===== src/rtl/rega_timer_ctrl_pkg.sv =====
// rega_pkg: shared state encoding and BCD limits for the irrigation run controller
package rega_pkg;

    typedef enum logic [1:0] {
        ST_IDLE = 2'd0,
        ST_RUN  = 2'd1,
        ST_HOLD = 2'd2,
        ST_DONE = 2'd3
    } state_t;

    localparam logic [3:0] BCD_MAX = 4'd9;

    function automatic logic bcd_ok(input logic [3:0] d);
        return d <= BCD_MAX;
    endfunction

endpackage


===== src/rtl/rega_timer_ctrl_if.sv =====
// rega_timer_ctrl_if: operator/sensor requests in, valve drive and BCD display out
interface rega_timer_ctrl_if;

    logic       Start;
    logic       Stop;
    logic       Wet;
    logic [3:0] DurT;
    logic [3:0] DurU;
    logic       Valve;
    logic       Busy;
    logic       Done;
    logic       Err;
    logic [3:0] CntT;
    logic [3:0] CntU;

    modport master (
        output Start, Stop, Wet, DurT, DurU,
        input  Valve, Busy, Done, Err, CntT, CntU
    );

    modport slave (
        input  Start, Stop, Wet, DurT, DurU,
        output Valve, Busy, Done, Err, CntT, CntU
    );

endinterface


===== src/rtl/rega_timer_ctrl_bcd_digit_down.sv =====
// bcd_digit_down: one BCD down-counting digit with load and borrow chaining
module bcd_digit_down
    import rega_pkg::*;
(
    input  logic       Clk,
    input  logic       Rst,
    input  logic       load_i,
    input  logic [3:0] load_val_i,
    input  logic       en_i,
    input  logic       bin_i,
    output logic [3:0] dig_o,
    output logic       bout_o
);

    logic [3:0] dig_q, dig_d;
    logic       dec;

    // load wins over decrement; a decrement from 0 wraps to 9 and borrows
    always_comb begin
        dec    = en_i && bin_i;
        bout_o = dec && (dig_q == 4'd0);
        dig_d  = load_i ? load_val_i
               : dec    ? ((dig_q == 4'd0) ? BCD_MAX : dig_q - 4'd1)
               :          dig_q;
    end

    // digit register
    always_ff @(posedge Clk or negedge Rst) begin
        if (!Rst) dig_q <= 4'd0;
        else      dig_q <= dig_d;
    end

    assign dig_o = dig_q;

endmodule


===== src/rtl/rega_timer_ctrl.sv =====
// rega_timer_ctrl: loads a BCD duration, opens the valve and counts down on a prescaled tick
module rega_timer_ctrl
    import rega_pkg::*;
#(
    parameter int TICK_DIV = 10,
    parameter int PRE_W    = 8
) (
    input  logic               Clk,
    input  logic               Rst,
    rega_timer_ctrl_if.slave   bus
);

    localparam logic [PRE_W-1:0] PRE_TOP = PRE_W'(TICK_DIV - 1);

    state_t           state_q, state_d;
    logic [PRE_W-1:0] pre_q, pre_d;
    logic             err_q, err_d;
    logic             tick, ld;
    logic [3:0]       ld_t, ld_u;
    logic [3:0]       cnt_t, cnt_u;
    logic             borrow_u, borrow_t;
    logic             dur_bad, last;

    // Stop beats Wet beats tick in every state; a load of 00 doubles as the clear
    always_comb begin
        state_d = state_q;
        pre_d   = pre_q;
        err_d   = 1'b0;
        tick    = 1'b0;
        ld      = 1'b0;
        ld_t    = 4'd0;
        ld_u    = 4'd0;
        dur_bad = !bcd_ok(bus.DurT) || !bcd_ok(bus.DurU) || ({bus.DurT, bus.DurU} == 8'h00);
        last    = (cnt_t == 4'd0) && (cnt_u == 4'd1);
        case (state_q)
            ST_IDLE: begin
                if (bus.Stop) ld = 1'b1;
                else if (bus.Start && !bus.Wet) begin
                    if (dur_bad) err_d = 1'b1;
                    else begin
                        ld      = 1'b1;
                        ld_t    = bus.DurT;
                        ld_u    = bus.DurU;
                        pre_d   = '0;
                        state_d = ST_RUN;
                    end
                end
            end
            ST_RUN: begin
                if (bus.Stop) begin
                    ld      = 1'b1;
                    state_d = ST_IDLE;
                end else if (bus.Wet) state_d = ST_HOLD;
                else begin
                    tick  = (pre_q == PRE_TOP);
                    pre_d = tick ? '0 : pre_q + PRE_W'(1);
                    if (tick && (last || borrow_t)) state_d = ST_DONE;
                end
            end
            ST_HOLD: begin
                if (bus.Stop) begin
                    ld      = 1'b1;
                    state_d = ST_IDLE;
                end else if (!bus.Wet) state_d = ST_RUN;
            end
            default: begin
                if (bus.Stop) ld = 1'b1;
                state_d = ST_IDLE;
            end
        endcase
    end

    // state, prescaler and rejected-start pulse registers
    always_ff @(posedge Clk or negedge Rst) begin
        if (!Rst) begin
            state_q <= ST_IDLE;
            pre_q   <= '0;
            err_q   <= 1'b0;
        end else begin
            state_q <= state_d;
            pre_q   <= pre_d;
            err_q   <= err_d;
        end
    end

    bcd_digit_down u_units (
        .Clk        (Clk),
        .Rst        (Rst),
        .load_i     (ld),
        .load_val_i (ld_u),
        .en_i       (tick),
        .bin_i      (1'b1),
        .dig_o      (cnt_u),
        .bout_o     (borrow_u)
    );

    bcd_digit_down u_tens (
        .Clk        (Clk),
        .Rst        (Rst),
        .load_i     (ld),
        .load_val_i (ld_t),
        .en_i       (tick),
        .bin_i      (borrow_u),
        .dig_o      (cnt_t),
        .bout_o     (borrow_t)
    );

    assign bus.Valve = (state_q == ST_RUN);
    assign bus.Busy  = (state_q == ST_RUN) || (state_q == ST_HOLD);
    assign bus.Done  = (state_q == ST_DONE);
    assign bus.Err   = err_q;
    assign bus.CntT  = cnt_t;
    assign bus.CntU  = cnt_u;

endmodule

===== src/flat_wrapper.sv =====
// flat-port wrapper written by rule: the top's interface ports become plain ports
module rega_timer_ctrl_flat import rega_pkg::*;
#(
    parameter int TICK_DIV = 10,
    parameter int PRE_W    = 8
)
  (Clk, Rst, bus_Start, bus_Stop, bus_Wet, bus_DurT, bus_DurU, bus_Valve, bus_Busy, bus_Done, bus_Err, bus_CntT, bus_CntU);
  rega_timer_ctrl_if bus_i ();
  input  logic Clk;
  input  logic Rst;
  input wire logic [$bits(bus_i.Start)-1:0] bus_Start;
  input wire logic [$bits(bus_i.Stop)-1:0] bus_Stop;
  input wire logic [$bits(bus_i.Wet)-1:0] bus_Wet;
  input wire logic [$bits(bus_i.DurT)-1:0] bus_DurT;
  input wire logic [$bits(bus_i.DurU)-1:0] bus_DurU;
  output wire logic [$bits(bus_i.Valve)-1:0] bus_Valve;
  output wire logic [$bits(bus_i.Busy)-1:0] bus_Busy;
  output wire logic [$bits(bus_i.Done)-1:0] bus_Done;
  output wire logic [$bits(bus_i.Err)-1:0] bus_Err;
  output wire logic [$bits(bus_i.CntT)-1:0] bus_CntT;
  output wire logic [$bits(bus_i.CntU)-1:0] bus_CntU;
  assign bus_i.Start = bus_Start;
  assign bus_i.Stop = bus_Stop;
  assign bus_i.Wet = bus_Wet;
  assign bus_i.DurT = bus_DurT;
  assign bus_i.DurU = bus_DurU;
  assign bus_Valve = bus_i.Valve;
  assign bus_Busy = bus_i.Busy;
  assign bus_Done = bus_i.Done;
  assign bus_Err = bus_i.Err;
  assign bus_CntT = bus_i.CntT;
  assign bus_CntU = bus_i.CntU;
  rega_timer_ctrl #(.TICK_DIV(TICK_DIV), .PRE_W(PRE_W)) u_core (.Clk(Clk), .Rst(Rst), .bus(bus_i));
endmodule

===== config.mk =====
export PLATFORM = sky130hd
export DESIGN_NAME = rega_timer_ctrl_flat
export DESIGN_NICKNAME = d
export VERILOG_FILES = /design/src/rtl/rega_timer_ctrl_pkg.sv /design/src/rtl/rega_timer_ctrl_if.sv /design/src/rtl/rega_timer_ctrl_bcd_digit_down.sv /design/src/rtl/rega_timer_ctrl.sv /design/src/flat_wrapper.sv
export SDC_FILE = /design/constraint.sdc
export NUM_CORES = 1
export LEC_CHECK = 0
export ABC_AREA = 1
export CORE_MARGIN = 2
export CORE_UTILIZATION = 55
export CTS_CLUSTER_DIAMETER = 30
export DETAILED_ROUTE_END_ITERATION = 8
export DONT_BUFFER_PORTS = 1
export HOLD_SLACK_MARGIN = 0.1
export PLACE_DENSITY = 0.76
export SLEW_MARGIN = 20
export SYNTH_ARGS = -nofsm -noshare
export SYNTH_HDL_FRONTEND = slang
export SYNTH_SLANG_ARGS = --single-unit
export TNS_END_PERCENT = 30

===== constraint.sdc =====
create_clock -name Clk -period 3.2 [get_ports Clk]
set_clock_uncertainty 0.15 [all_clocks]
set_input_delay 0.64 -clock Clk [delete_from_list [all_inputs] [get_ports Clk]]
set_output_delay 0.64 -clock Clk [all_outputs]
set_load 0.05 [all_outputs]

; ---- Yosys cells after proc, flatten, opt, wreduce, memory -nomap -nowiden
; Index checks and enable logic that the tools add are counted.
[classes]
add_sub_neg = 3
order_cmp = 2
eq_ne = 12
mux = 42
n_reduce_logical = 22
[op_table]
columns = op, count
row1 = two-way mux 4 bit, 14
row2 = two-way mux 8 bit, 6
row3 = two-way mux 2 bit, 8
row4 = one-hot mux 8 bit (2 select lines), 1
row5 = two-way mux 1 bit, 12
row6 = "adder 8 x 1 -> 8 bit, second input constant", 1
row7 = "== test 8 x 4 -> 1 bit, second input constant", 1
row8 = "less-or-equal comparator 4 bit, second input constant", 2
row9 = logical NOT 4 bit, 2
row10 = logical NOT 8 bit, 1
row11 = "!= test 2 bit, second input constant", 4
row12 = "subtractor 4 x 1 -> 4 bit, second input constant", 2
row13 = logical AND 1 bit, 6
row14 = one-hot mux 2 bit (3 select lines), 1
row15 = AND reduction 6 bit, 1
row16 = nonzero test 2 bit, 3
row17 = AND reduction 5 bit, 1
row18 = "== test 2 bit, second input constant", 2
row19 = "== test 4 x 1 -> 1 bit, second input constant", 1
row20 = logical OR 1 bit, 4
row21 = "!= test 4 x 3 -> 1 bit, second input constant", 1
row22 = logical NOT 1 bit, 3
row23 = "!= test 3 bit, second input constant", 1
row24 = "== test 2 x 1 -> 1 bit, second input constant", 1
row25 = 2 further kinds, 2
[totals]
ff_bits = 19
input_bits = 13
elab_cells = 86

; ---- Logic depth before layout (Yosys ltp)
[logic_depth]
ltp_word = 13
depth_mapped = 13
depth_no_buf = 13

; ---- By module
; A second synthesis with hierarchy kept.
[unflattened]
cells_unflattened = 239
hier_area_um2 = 1589.0
[by_module_without_submodules]
columns = mod, instances, cells_each, area_per_inst_um2, seq_area_each_um2
row1 = rega_timer_ctrl, 1, 159, 1066.0, 275.3
row2 = bcd_digit_down, 2, 40, 261.5, 100.1

; ---- Least setup slack after synthesis
; OpenSTA, ideal clock, no wires.
[synth_path]
path_type = reg2reg
from = register u_core.state_q[1]
to = register u_core.state_q[0]
setup_ns = 0.117
arrival_time_ns = 1.893
required_ns = 2.933
path_slack_ns = 1.040
stages_incl_launch_ff = 14
synth_period_minus_slack_ns = 2.160
path_cell_list = dfrtp_1 > inv_1 > ha_1 > inv_2 > nor2_4 > nand2_2 > clkinv_2 > nand3_4 > nand2_2 > nand2_1 > nand2_2 > nand2_1 > nand2_1 > nand2_1
[synth_between]
elab_chain_cells = 9
word_cells_on_any_way = 16
classes_between = 7 x eq/ne / 2 x mux / 7 x reduce/logical
[synth_lines]
columns = item, line
row1 = from (decl), rega_timer_ctrl.sv:15  ; state_t state_q, state_d;
row2 = from (signal assigned), rega_timer_ctrl.sv:80  ; state_q <= state_d;
row3 = == test 2 x 1 -> 1 bit (*), n/a
row4 = net bus_Valve, flat_wrapper.sv:16  ; output wire logic [$bits(bus_i.Valve)-1:0] bus_Valve;
row5 = two-way mux 1 bit, rega_timer_ctrl.sv:35  ; case (state_q)
row6 = logical AND 1 bit, rega_timer_ctrl_bcd_digit_down.sv:21  ; bout_o = dec && (dig_q == 4'd0);
row7 = logical AND 1 bit, rega_timer_ctrl_bcd_digit_down.sv:20  ; dec = en_i && bin_i;
row8 = logical AND 1 bit, rega_timer_ctrl_bcd_digit_down.sv:21
row9 = logical OR 1 bit, rega_timer_ctrl.sv:57  ; if (tick && (last || borrow_t)) state_d = ST_DONE;
row10 = logical AND 1 bit, rega_timer_ctrl.sv:57
row11 = != test 4 x 3 -> 1 bit (no line), n/a
row12 = AND reduction 5 bit (no line), n/a
; The timed path passes the listed nets; every way through them passes the cells marked *.
; A chain may end at the register's enable or synchronous reset.

; ---- Worst setup path after layout
[layout_path]
from = register u_core.state_q[0]
to = output bus_Busy
[layout_between]
elab_chain_cells = 2
word_cells_on_any_way = 3
classes_between = 2 x eq/ne / 1 x reduce/logical
[layout_lines]
columns = item, line
row1 = == test 2 x 1 -> 1 bit or == test 2 bit (tied branches), rega_timer_ctrl.sv:109  ; assign bus.Busy = (state_q == ST_RUN) || (state_q == ST_HOLD);
row2 = logical OR 1 bit (*), rega_timer_ctrl.sv:109
row3 = to (decl), flat_wrapper.sv:17  ; output wire logic [$bits(bus_i.Busy)-1:0] bus_Busy;
; Every way passes the cells marked *; elsewhere a longest branch is shown, timed or not.

==> flow_metrics.py <==
metrics = {
    "grt": {
        "grt_max_degree": 20,
        "antenna_found_initial": 0,
        "gr-usage-all-layers_pct": 23.2,
        "grt_pass1_vias": 1197,
        "grt-ovfl-total": 0,
        "grt_pass1_wl_mm": 5.04,
    },
    "place": {
        "portBuffers": 0,
        "place_hpwl_mm": 2.42,
        "gp_congestion": 0.860,
        "placedCellCount": 234,
    },
    "power": {
        "leakage_nw": 0.737,
        "power_density_nw_per_um2": 631,
        "ir_drop_mv": 0.582,
    },
    "timing": {
        "tightest_slew_ns": 0.873,
        "finalSetupViolations": 0,
        "min_period_ns": 2.21,
        "hold_violations": 0,
        "drv_slew": 0,
        "rsz0062_at_grt": "no",
        "slew-limit-headroom_pct": 41.6,
        "fin_crit_sh_pct": 68.9,
        "fin_setup_tns_ns": 0,
        "hold_ws_ns": 0.329,
        "fmax_ghz": 0.453,
    },
    "clocking": {
        "insertion_delay_ns": 0.31,
        "htreeDepth": 1,
        "cts_tree": "done",
        "cts_root_buf": "clkbuf_4",
        "cts_buffers": 3,
        "clock_path_buffers": 2,
        "clk_pin_slew_worst_paths_ns": 0.11,
        "clock_sinks": 19,
    },
    "synthesis": {
        "synth_seq_area_share_pct": 33.1,
        "netlist_instances": 206,
        "synth.top_cells.by_area": "dfrtp_1 33%, nand3_1 12%, nand2_1 9.9%",
        "synth.ff_latch_count": 19,
        "avgSynthCellArea_um2": 6.97,
        "synth_top_cell_by_area": "dfrtp_1",
        "synth_fp_nets": 226,
        "synth_top_area_share_pct": 33.1,
        "synth_warnings": 0,
        "yosysUniqueCellTypes": 30,
        "syn_area_um2": 1440,
    },
    "floorplan": {
        "coreArea_um2": 2480,
        "die_w_um": 55.1,
        "dieArea_um2": 3030,
        "num_io_pins": 25,
        "die_h_um": 55.1,
        "start_util_pct": 57.9,
        "fp-row-count": 18,
    },
    "finish": {
        "num-fill-cells": 252,
        "fin_util_pct": 60.4,
        "layout-drive-gt1-share_pct": 9.57,
        "syn_to_final_growth_pct": 4.18,
        "diodes": 0,
        "layout.nets": 230,
        "finalNonFillerCells": 239,
    },
    "route": {
        "drtIter0Drc": 34,
        "viasPerCell": 5.69,
        "vias": 1361,
        "drc": 0,
        "drt_pass1_iterations": 5,
        "antenna_left": 0,
        "drt_wl_total_mm": 3.11,
        "detail_route.wl_per_cell_um": 13.0,
    },
    "critical_path": {
        "worstPathRequired_ns": 2.41,
        "critPathLaunchType": "register",
        "r2r.worst_path.cells": 14,
        "cp-end-kind": "output pin",
        "crit_fanout": 5,
        "critPathArrivalTime_ns": 1.42,
        "critPathKind": "register to output pin",
    },
    "min_path": {
        "hold_path_depth": 2,
        "hp-class": "primary input to register",
    },
    "flow_run": {
        "max_cap_violations": 0,
    },
    "run_status": {
        "status": "finished clean",
    },
}
## logic make-up (layout without fill, tap and decap cells)
logic type                 after synthesis  in the layout  synth area share, %
buffers and inverters                   32             35                 9.24
xor gates and xnor gates                 4              4                 2.44
adders and majority gates                7              7                 6.10
and+or+nand+nor                        119            119                 39.4
AOI/OAI and AO/OA                       25             25                 9.68
DFF                                     19             19                 33.1
## path summary, 6_finish.rpt
check,start,end,slack (ns)
max,u_core.state_q[0]$_DFFE_PN0P_,bus_Busy,0.99
max reg2reg,u_core.state_q[1]$_DFFE_PN0P_,u_core.state_q[0]$_DFFE_PN0P_,1.11
max in group asynchronous,Rst,u_core.pre_q[7]$_DFFE_PN0P_,1.64
min reg2reg,u_core.pre_q[7]$_DFFE_PN0P_,u_core.pre_q[7]$_DFFE_PN0P_,0.41
min,bus_DurT[0],u_core.u_tens.dig_o[0]$_DFFE_PN0P_,0.33
min in group asynchronous,Rst,u_core.u_units.dig_o[0]$_DFFE_PN0P_,0.73
## metrics by stage
step | setup slack [ns] | area (um^2) | power, mW
after floorplan | 1.04 | 1440 | 0.739
after global placement | 1.21 | 1460 | 0.794
after detailed placement | 1.14 | 1460 | 0.811
after CTS | 0.987 | 1500 | 0.944
after global routing | 0.945 | 1500 | 1.01
final | 0.994 | 1500 | 0.943
## worst max-delay path, stage by stage, from the launching register on
cell,delay [ns]
dfrtp_1,0.45
inv_1,0.09
ha_1,0.57
## cells in the mapped netlist
cell	instances
nand2_1	38
nand3_1	33
inv_1	26
nor2_1	26
dfrtp_1	19
a21oi_1	8
ha_1	7
nand4_1	7
o21ai_0	6
o21ai_1	5
nand2_2	4
xor2_1	4
nor3_1	3
inv_2	2
nor2_2	2
nor2_4	2
a21o_1	1
a31oi_1	1
buf_4	1
buf_6	1
clkbuf_1	1
clkinv_2	1
nand3_2	1
nand3_4	1
nor3b_1	1
o211ai_1	1
o21ai_2	1
o21bai_1	1
o22ai_1	1
or2_2	1
## sequential cells by signal, summed over array words and instances (netlist names)
register              cells
u_core.state_q            2
u_core.pre_q              8
u_core.bus.Err            1
u_core.u_units.dig_o      4
u_core.u_tens.dig_o       4
## layout make-up
type	count	area, um^2	share of cell area, %
clock buffers	3	22.5	1.51
clock inverters	1	5.00	0.335
inverters	29	110	7.36
multi-input cells	155	827	55.3
flip-flops and latches	19	475	31.8
well taps	30	37.5	2.51
repair buffers	2	17.5	1.17
## power breakdown
part	switching [mW]	leakage, nW	internal, mW
registers	0.0969	0.258	0.288
logic	0.296	0.461	0.133
clock network	0.0813	0.0177	0.0467
## repair_timing
| action | CTS | global route |
|---|---|---|
| resized for setup | 0 | 0 |
| endpoints found under the hold margin | 19 | 0 |
| buffers inserted | 0 | 0 |
| hold buffers | 1 | 0 |
## cells in the final DEF (no fill, tap or decap), types with 2 or more instances in the layout
cell type and count:
clkbuf_4 3, inv_2 2, nor2_1 26, nor3_1 3
nand2_2 4, o21ai_0 6, nand2_1 38, clkinv_2 2
nor2_4 2, inv_1 26, nand4_1 7, dfrtp_1 19
xor2_1 4, a21oi_1 8, ha_1 7, nor2_2 2
nand3_1 33, o21ai_1 5
## per-layer routing
| metal | track usage (%) | wire length [um] | vias to the layer above | share of wire, % |
|---|---|---|---|---|
| met3 | 1.88 | 195 | 5 | 6.3 |
| met1 | 32.9 | 1480 | 623 | 48 |
| met4 | 9.76 | 53 | 0 | 1.7 |
| met2 | 36.3 | 1380 | 47 | 44 |
| li1 | - | - | 686 | - |
| met5 | 0 | 0 | - | 0 |
Note: power is estimated with default switching activity, not from simulation.
